<file path="config.mk">
export PLATFORM = sky130hd
export DESIGN_NAME = bio_ram_wr_ctrl_flat
export DESIGN_NICKNAME = d
export VERILOG_FILES = /design/src/rtl/bio_ram_pkg.sv /design/src/rtl/bio_ram_wr_ctrl_if.sv /design/src/rtl/bio_ram_wr_fifo.sv /design/src/rtl/bio_ram_wr_ctrl.sv /design/src/flat_wrapper.sv
export SDC_FILE = /design/constraint.sdc
export NUM_CORES = 1
export LEC_CHECK = 0
export ABC_AREA = 1
export BUFFER_PORTS_ARGS = -buffer_cell sky130_fd_sc_hd__buf_2
export CORE_ASPECT_RATIO = 1.5
export CORE_MARGIN = 5
export CORE_UTILIZATION = 61
export CTS_BUF_LIST = sky130_fd_sc_hd__clkbuf_8
export CTS_CLUSTER_DIAMETER = 80
export CTS_CLUSTER_SIZE = 28
export DETAILED_ROUTE_END_ITERATION = 10
export GPL_TIMING_DRIVEN = 0
export PLACE_DENSITY = 0.78
export RECOVER_POWER = 50
export SYNTH_ARGS = -nofsm -noshare
export SYNTH_HDL_FRONTEND = slang
export SYNTH_HIERARCHICAL = 1
export SYNTH_SLANG_ARGS = --single-unit
</file>
<file path="constraint.sdc">
create_clock -name clk -period 4.7 [get_ports clk]
set_input_delay 0.47 -clock clk [delete_from_list [all_inputs] [get_ports clk]]
set_output_delay 0.47 -clock clk [all_outputs]
set_load 0.03 [all_outputs]
</file>
<file path="src/rtl/bio_ram_pkg.sv">
// Shared types for the BIO RAM write front end: default widths, FSM states, request layout.
// The optional write counter is enabled by defining BIO_RAM_WR_STATS_EN.
package bio_ram_pkg;

    localparam int BIO_RAM_ADDR_W = 10;
    localparam int BIO_RAM_DATA_W = 32;
    localparam int BIO_RAM_MASK_W = 4;

    typedef enum logic [1:0] {
        IDLE  = 2'd0,
        DRAIN = 2'd1,
        CLEAR = 2'd2
    } wr_state_e;

    typedef struct packed {
        logic [BIO_RAM_ADDR_W-1:0] addr;
        logic [BIO_RAM_DATA_W-1:0] data;
        logic [BIO_RAM_MASK_W-1:0] mask;
    } wr_req_t;

    // Bits per byte lane for a given word/mask split.
    function automatic int lane_bits(input int data_w, input int mask_w);
        return data_w / mask_w;
    endfunction

endpackage

</file>
<file path="src/rtl/bio_ram_wr_ctrl_if.sv">
// Host write-request channel (valid/ready with byte mask) into the BIO RAM write front end.
interface bio_ram_wr_ctrl_if
    import bio_ram_pkg::*;
#(
    parameter int ADDR_WIDTH = BIO_RAM_ADDR_W,
    parameter int DATA_WIDTH = BIO_RAM_DATA_W,
    parameter int MASK_WIDTH = BIO_RAM_MASK_W
);
    logic                  req_valid;
    logic                  req_ready;
    logic [ADDR_WIDTH-1:0] req_addr;
    logic [DATA_WIDTH-1:0] req_data;
    logic [MASK_WIDTH-1:0] req_mask;

    modport master (
        output req_valid, req_addr, req_data, req_mask,
        input  req_ready
    );

    modport slave (
        input  req_valid, req_addr, req_data, req_mask,
        output req_ready
    );

endinterface

</file>
<file path="src/rtl/bio_ram_wr_fifo.sv">
// Small synchronous request FIFO; pointers carry one extra wrap bit to tell full from empty.
module bio_ram_wr_fifo
    import bio_ram_pkg::*;
#(
    parameter int  DEPTH = 4,
    parameter type T     = wr_req_t
) (
    input  logic clk,
    input  logic reset_n,
    input  logic push,
    input  T     push_data,
    input  logic pop,
    output T     pop_data,
    output logic full,
    output logic empty
);
    localparam int PW = $clog2(DEPTH) + 1;

    T               mem [DEPTH];
    logic [PW-1:0]  wp, rp;
    logic           do_push, do_pop;

    assign do_push = push && !full;
    assign do_pop  = pop && !empty;

    always_ff @(posedge clk or negedge reset_n) begin
        if (!reset_n) begin
            wp <= '0;
            rp <= '0;
        end else begin
            if (do_push) wp <= wp + 1'b1;
            if (do_pop)  rp <= rp + 1'b1;
        end
    end

    // Storage needs no reset: an entry is only visible once wp has passed it.
    always_ff @(posedge clk) begin
        if (do_push) mem[wp[PW-2:0]] <= push_data;
    end

    assign pop_data = mem[rp[PW-2:0]];
    assign empty    = (wp == rp);
    assign full     = (wp[PW-1] != rp[PW-1]) && (wp[PW-2:0] == rp[PW-2:0]);

endmodule

</file>
<file path="src/rtl/bio_ram_wr_ctrl.sv">
// Sole driver of the BIO RAM write port: queues host writes and runs the zero-clear sweep.
// Defining BIO_RAM_WR_STATS_EN adds stats_clr / wr_count (host writes issued, saturating).
module bio_ram_wr_ctrl
    import bio_ram_pkg::*;
#(
    parameter int ADDR_WIDTH = BIO_RAM_ADDR_W,
    parameter int DATA_WIDTH = BIO_RAM_DATA_W,
    parameter int MASK_WIDTH = BIO_RAM_MASK_W,
    parameter int FIFO_DEPTH = 4
) (
    input  logic                  clk,
    input  logic                  reset_n,
    bio_ram_wr_ctrl_if.slave      req_if,
    input  logic                  clear_req,
    output logic                  clear_busy,
    output logic                  idle,
    output logic                  wr_en,
    output logic [MASK_WIDTH-1:0] wr_mask,
    output logic [ADDR_WIDTH-1:0] wr_addr,
    output logic [DATA_WIDTH-1:0] wr_data
`ifdef BIO_RAM_WR_STATS_EN
    ,
    input  logic                  stats_clr,
    output logic [31:0]           wr_count
`endif
);
    typedef struct packed {
        logic [ADDR_WIDTH-1:0] addr;
        logic [DATA_WIDTH-1:0] data;
        logic [MASK_WIDTH-1:0] mask;
    } req_t;

    localparam logic [ADDR_WIDTH-1:0] LAST_ADDR = '1;

    req_t                  fifo_wr, fifo_rd;
    logic                  fifo_full, fifo_empty, push, pop;
    logic                  rdy_q;
    wr_state_e             state_q, state_d;
    logic [ADDR_WIDTH-1:0] clr_addr_q, clr_addr_d;
    logic                  clr_issue, host_issue;
    logic [ADDR_WIDTH-1:0] clr_wr_addr;

    // ---------------- host request buffer ----------------
    assign req_if.req_ready = rdy_q && !fifo_full;
    assign push             = req_if.req_valid && req_if.req_ready;
    assign fifo_wr          = '{addr: req_if.req_addr, data: req_if.req_data, mask: req_if.req_mask};

    bio_ram_wr_fifo #(
        .DEPTH (FIFO_DEPTH),
        .T     (req_t)
    ) u_fifo (
        .clk       (clk),
        .reset_n   (reset_n),
        .push      (push),
        .push_data (fifo_wr),
        .pop       (pop),
        .pop_data  (fifo_rd),
        .full      (fifo_full),
        .empty     (fifo_empty)
    );

    // Keeps req_ready low while reset is held and for the release cycle.
    always_ff @(posedge clk or negedge reset_n) begin
        if (!reset_n) rdy_q <= 1'b0;
        else          rdy_q <= 1'b1;
    end

    // ---------------- sequencer ----------------
    always_ff @(posedge clk or negedge reset_n) begin
        if (!reset_n) begin
            state_q    <= IDLE;
            clr_addr_q <= '0;
        end else begin
            state_q    <= state_d;
            clr_addr_q <= clr_addr_d;
        end
    end

    // A clear from IDLE issues address 0 on the request cycle so the sweep
    // occupies exactly 2**ADDR_WIDTH cycles of clear_busy.
    always_comb begin
        state_d    = state_q;
        clr_addr_d = clr_addr_q;
        pop        = 1'b0;
        clr_issue  = 1'b0;
        case (state_q)
            IDLE: begin
                if (clear_req) begin
                    clr_issue  = 1'b1;
                    clr_addr_d = ADDR_WIDTH'(1);
                    state_d    = CLEAR;
                end else if (!fifo_empty) begin
                    pop     = 1'b1;
                    state_d = DRAIN;
                end
            end
            DRAIN: begin
                pop = !fifo_empty;
                if (clear_req) begin
                    clr_addr_d = '0;
                    state_d    = CLEAR;
                end else if (fifo_empty) begin
                    state_d = IDLE;
                end
            end
            CLEAR: begin
                clr_issue = 1'b1;
                if (clr_addr_q == LAST_ADDR) state_d = fifo_empty ? IDLE : DRAIN;
                else                         clr_addr_d = clr_addr_q + 1'b1;
            end
            default: state_d = IDLE;
        endcase
    end

    assign host_issue  = pop && (fifo_rd.mask != '0);
    assign clr_wr_addr = (state_q == CLEAR) ? clr_addr_q : '0;

    // ---------------- registered RAM write port ----------------
    always_ff @(posedge clk or negedge reset_n) begin
        if (!reset_n) begin
            wr_en      <= 1'b0;
            wr_mask    <= '0;
            wr_addr    <= '0;
            wr_data    <= '0;
            clear_busy <= 1'b0;
        end else begin
            wr_en      <= clr_issue || host_issue;
            clear_busy <= clr_issue || (state_d == CLEAR);
            if (clr_issue) begin
                wr_addr <= clr_wr_addr;
                wr_data <= '0;
                wr_mask <= '1;
            end else if (host_issue) begin
                wr_addr <= fifo_rd.addr;
                wr_data <= fifo_rd.data;
                wr_mask <= fifo_rd.mask;
            end
        end
    end

    assign idle = !clear_busy && fifo_empty && !wr_en;

`ifdef BIO_RAM_WR_STATS_EN
    // stats_clr takes priority, so an increment in the same cycle is dropped.
    always_ff @(posedge clk or negedge reset_n) begin
        if (!reset_n)                               wr_count <= '0;
        else if (stats_clr)                         wr_count <= '0;
        else if (host_issue && (wr_count != '1))    wr_count <= wr_count + 32'd1;
    end
`endif

endmodule

</file>
<file path="src/flat_wrapper.sv">
// flat-port wrapper written by rule: the top's interface ports become plain ports
module bio_ram_wr_ctrl_flat import bio_ram_pkg::*;
#(
    parameter int ADDR_WIDTH = BIO_RAM_ADDR_W,
    parameter int DATA_WIDTH = BIO_RAM_DATA_W,
    parameter int MASK_WIDTH = BIO_RAM_MASK_W,
    parameter int FIFO_DEPTH = 4
)
  (clk, reset_n, clear_req, clear_busy, idle, wr_en, wr_mask, wr_addr, wr_data, req_if_req_valid, req_if_req_addr, req_if_req_data, req_if_req_mask, req_if_req_ready);
  bio_ram_wr_ctrl_if #(.ADDR_WIDTH(ADDR_WIDTH), .DATA_WIDTH(DATA_WIDTH), .MASK_WIDTH(MASK_WIDTH)) req_if_i ();
  input  logic clk;
  input  logic reset_n;
  input  logic clear_req;
  output logic clear_busy;
  output logic idle;
  output logic wr_en;
  output logic [MASK_WIDTH-1:0] wr_mask;
  output logic [ADDR_WIDTH-1:0] wr_addr;
  output logic [DATA_WIDTH-1:0] wr_data;
  input wire logic [$bits(req_if_i.req_valid)-1:0] req_if_req_valid;
  input wire logic [$bits(req_if_i.req_addr)-1:0] req_if_req_addr;
  input wire logic [$bits(req_if_i.req_data)-1:0] req_if_req_data;
  input wire logic [$bits(req_if_i.req_mask)-1:0] req_if_req_mask;
  output wire logic [$bits(req_if_i.req_ready)-1:0] req_if_req_ready;
  assign req_if_i.req_valid = req_if_req_valid;
  assign req_if_i.req_addr = req_if_req_addr;
  assign req_if_i.req_data = req_if_req_data;
  assign req_if_i.req_mask = req_if_req_mask;
  assign req_if_req_ready = req_if_i.req_ready;
  bio_ram_wr_ctrl #(.ADDR_WIDTH(ADDR_WIDTH), .DATA_WIDTH(DATA_WIDTH), .MASK_WIDTH(MASK_WIDTH), .FIFO_DEPTH(FIFO_DEPTH)) u_core (.clk(clk), .reset_n(reset_n), .req_if(req_if_i), .clear_req(clear_req), .clear_busy(clear_busy), .idle(idle), .wr_en(wr_en), .wr_mask(wr_mask), .wr_addr(wr_addr), .wr_data(wr_data));
endmodule
</file>
==> impl_metrics.ini <==
[outcome]
status = complete, no violations

[timing]
rsz0062_at_grt = false
relSlewSlack_pct = 28.38
max_freq_mhz = 299.2
skew_ns = 0.01569
hold_slack_ns = 0.1998
tightestPinTransition_ns = 1.074
finalWorstSetupSlack_ns = 1.358
setup_viol = 0
finalCritPeriodShare_pct = 71.10
finalHoldViolCount = 0
final_max_slew_viol_count = 0
min_period_ns = 3.342

[clock_network]
cts_made_buffers = 12
worstSkewPairLatency_ns = 0.51
ctsHtreeMaxLevel = 1
path_clk_slew_ns = 0.15
ctsRootBufferMaster = clkbuf_8
cts.path.max_buffers = 3
clkSinkCount = 251
post_cts_buffers = 0
cts_tree = built
postCtsResizedCells = 0
holdBufCountCts = 1

[min_path]
min_path_type = in2reg

[detailed_routing]
ant_nets = 0
viasPerCell = 5.709
routed-via-count = 6760
route.final.wire_length_mm = 22.36
firstDrtPassIters = 5
drt_iter0_markers = 782
remaining_drc_errors = 0
wl_per_cell_um = 18.88

[floorplanning]
initial_core_util_pct = 62.27
ios = 100
die-area_um2 = 19330
die_w_um = 115.2
rows = 57
coreArea_um2 = 16260
die_height_um = 167.8

[synth]
synth_area_leaders = edfxtp_1 (55%), dfrtp_1 (17%), nand2_1 (6.3%), nor2_1 (4.3%), o21ai_0 (4.1%)
ys_top_cells_by_count = edfxtp_1 (184), nand2_1 (171), nor2_1 (115)
syn_inst = 852
async_reset_ff_share_pct = 26.69
syn_nets = 912
synth_cell_type_count = 35
yosysWarnings = 6
syn_area_per_cell_um2 = 11.88
yosysMostFrequentCell = edfxtp_1
synth_seq_cells = 251
synth_seq_area_share_pct = 71.12
synth_edf_count = 184
netlist_area_um2 = 10130
yosys.area.top_type = edfxtp_1
synth_top_area_share_pct = 54.57
synth_ff_type = edfxtp_1

[pwr]
power_switching_mw = 2.680
leakage_nw = 4.320
power.internal_mw = 3.864
switching_share_pct = 40.95
p_clk_share_pct = 13.0
pwr-share-comb_pct = 42.4
power_frac_seq_pct = 44.7
power_per_cell_area_nw_per_um2 = 585.8
irDropWorstVdd_uv = 426.3

[final_layout]
fin_area_um2 = 11170
drive_gt1_share_pct = 10.22
n_fill_cell = 1204
fin_nets = 1032
n_antenna_cell = 0
area_growth_pct = 10.33

[setup_path]
start_kind = register
cp.arrival_ns = 3.57
crit_required_ns = 4.93
end_kind = register
critPathKind = reg2reg
cp_max_fo = 25

[flow_run]
cap_violations = 0

[placed_design]
port_buffers = 99
gp_congestion = 0.8701
post-dp-hpwl_mm = 15.34
placed_area_um2 = 11050
pre_cts_slack_ns = 1.288

[global_route]
grt_antenna_before_repair = 0
grt_use_total_pct = 23.24
use_met3_pct = 2.549
gr-usage-met1_pct = 28.14
grt_pass1_wl_mm = 34.72
grt_pass1_vias = 6764
grt_busiest_layer = met2
globalRouteOverflowTotal = 0
grtUsageMet2_pct = 42.77
grt_max_degree = 53
==> power groups by stage <==
| stage | clock, mW | combinational (mW) | sequential, mW |
|---|---|---|---|
| floorplan | 0 | 1.68 | 3.19 |
| global placement | 0 | 2.68 | 2.98 |
| detailed placement | 0 | 2.79 | 2.97 |
| CTS | 0.873 | 2.80 | 2.92 |
| global route | 0.961 | 3.03 | 2.96 |
| finish | 0.849 | 2.77 | 2.92 |
==> registers in the layout (all words and copies together), names as in the netlist <==
signal             flops
u_core/wr_data        32
u_core/clr_addr_q     10
u_core/wr_mask         4
u_core/clear_busy      1
u_core/wr_en           1
u_core/u_fifo/wp       3
u_core/wr_addr        10
u_core/u_fifo/mem    184
u_core/state_q         2
u_core/rdy_q           1
u_core/u_fifo/rp       3
==> stage by stage <==
stage,power (mW),TNS [ns],cells,util (%)
2_1_floorplan,4.868,0,852,-
3_3_place_gp,5.662,-156.04,1157,66.91
3_5_place_dp,5.763,0,1163,67.94
4_1_cts,6.593,0,1184,69.26
5_1_grt,6.946,0,1184,68.71
6_report,6.545,0,1184,68.71
==> final timing paths <==
path / start / endpoint / slack [ns] / cells after the start
min reg2reg: u_core/wr_data[21] / u_core/wr_data[21] / 0.49 / 2
min in group asynchronous: reset_n / u_core/state_q[0] / 0.65 / 2
max in group asynchronous: reset_n / u_core/wr_data[3] / 3.22 / 3
max reg2reg: u_core/u_fifo/rp[0] / u_core/u_fifo/mem[1][8] / 1.36 / 10
max: u_core/u_fifo/rp[0] / u_core/u_fifo/mem[1][8] / 1.36 / 10
min: req_if_req_addr[4] / u_core/u_fifo/mem[0][40] / 0.20 / 1
==> layout make-up <==
| type | instances | area (um2) | share of cell area [%] |
|---|---|---|---|
| sequential | 251 | 7202 | 64.46 |
| buffer | 41 | 266.5 | 2.385 |
| multi-input combinational | 515 | 2511 | 22.48 |
| inverter | 45 | 168.9 | 1.512 |
| tap | 206 | 257.7 | 2.307 |
| clock inverter | 7 | 26.28 | 0.2352 |
| timing repair buffer | 106 | 560.5 | 5.017 |
| clock buffer | 13 | 178.9 | 1.602 |
==> cells by family (layout without fill, tap and decap cells) <==
logic type	count (synthesis)	in the layout	share of synthesized area [%]
and+or+nand+nor	329	329	13.72
DFF	251	251	71.12
AOI/OAI and AO/OA	173	173	9.416
adders and majority gates	10	10	1.236
xor gates and xnor gates	2	2	0.1730
other	1	1	0.03703
buffers and inverters	86	212	4.300
==> critical path: stages (launching register included) <==
cell     delay, ns
dfrtp_1       0.54
buf_6         0.21
inv_2         0.07
nand2_1       0.08
nand2_2       0.07
nand3_2       0.15
inv_1         0.09
nor3b_1       0.61
nand2_2       0.27
nor2_4        0.67
buf_12        0.28
==> cells in the final DEF, fill, tap and decap left out, drive strengths merged <==
| master | n |
|---|---|
| nor2 | 122 |
| nand2 | 179 |
| nand3 | 17 |
| xor2 | 1 |
| buf | 58 |
| o22ai | 46 |
| o21ai | 106 |
| dfrtp | 67 |
| nand4 | 7 |
| a21oi | 10 |
| a21boi | 1 |
| clkbuf | 101 |
| xnor2 | 1 |
| inv | 52 |
| and2 | 1 |
| ha | 10 |
| conb | 1 |
| dlygate4sd3 | 1 |
| edfxtp | 184 |
| nor3 | 2 |
| a31oi | 10 |
| nor3b | 1 |
==> routing by layer <==
metal | up-vias | share of wire [%]
met5 | - | 0
met4 | 0 | 2.0
met3 | 34 | 5.6
met2 | 243 | 55
met1 | 3295 | 38
li1 | 3188 | -
Note: power is estimated with default switching activity, not from simulation.
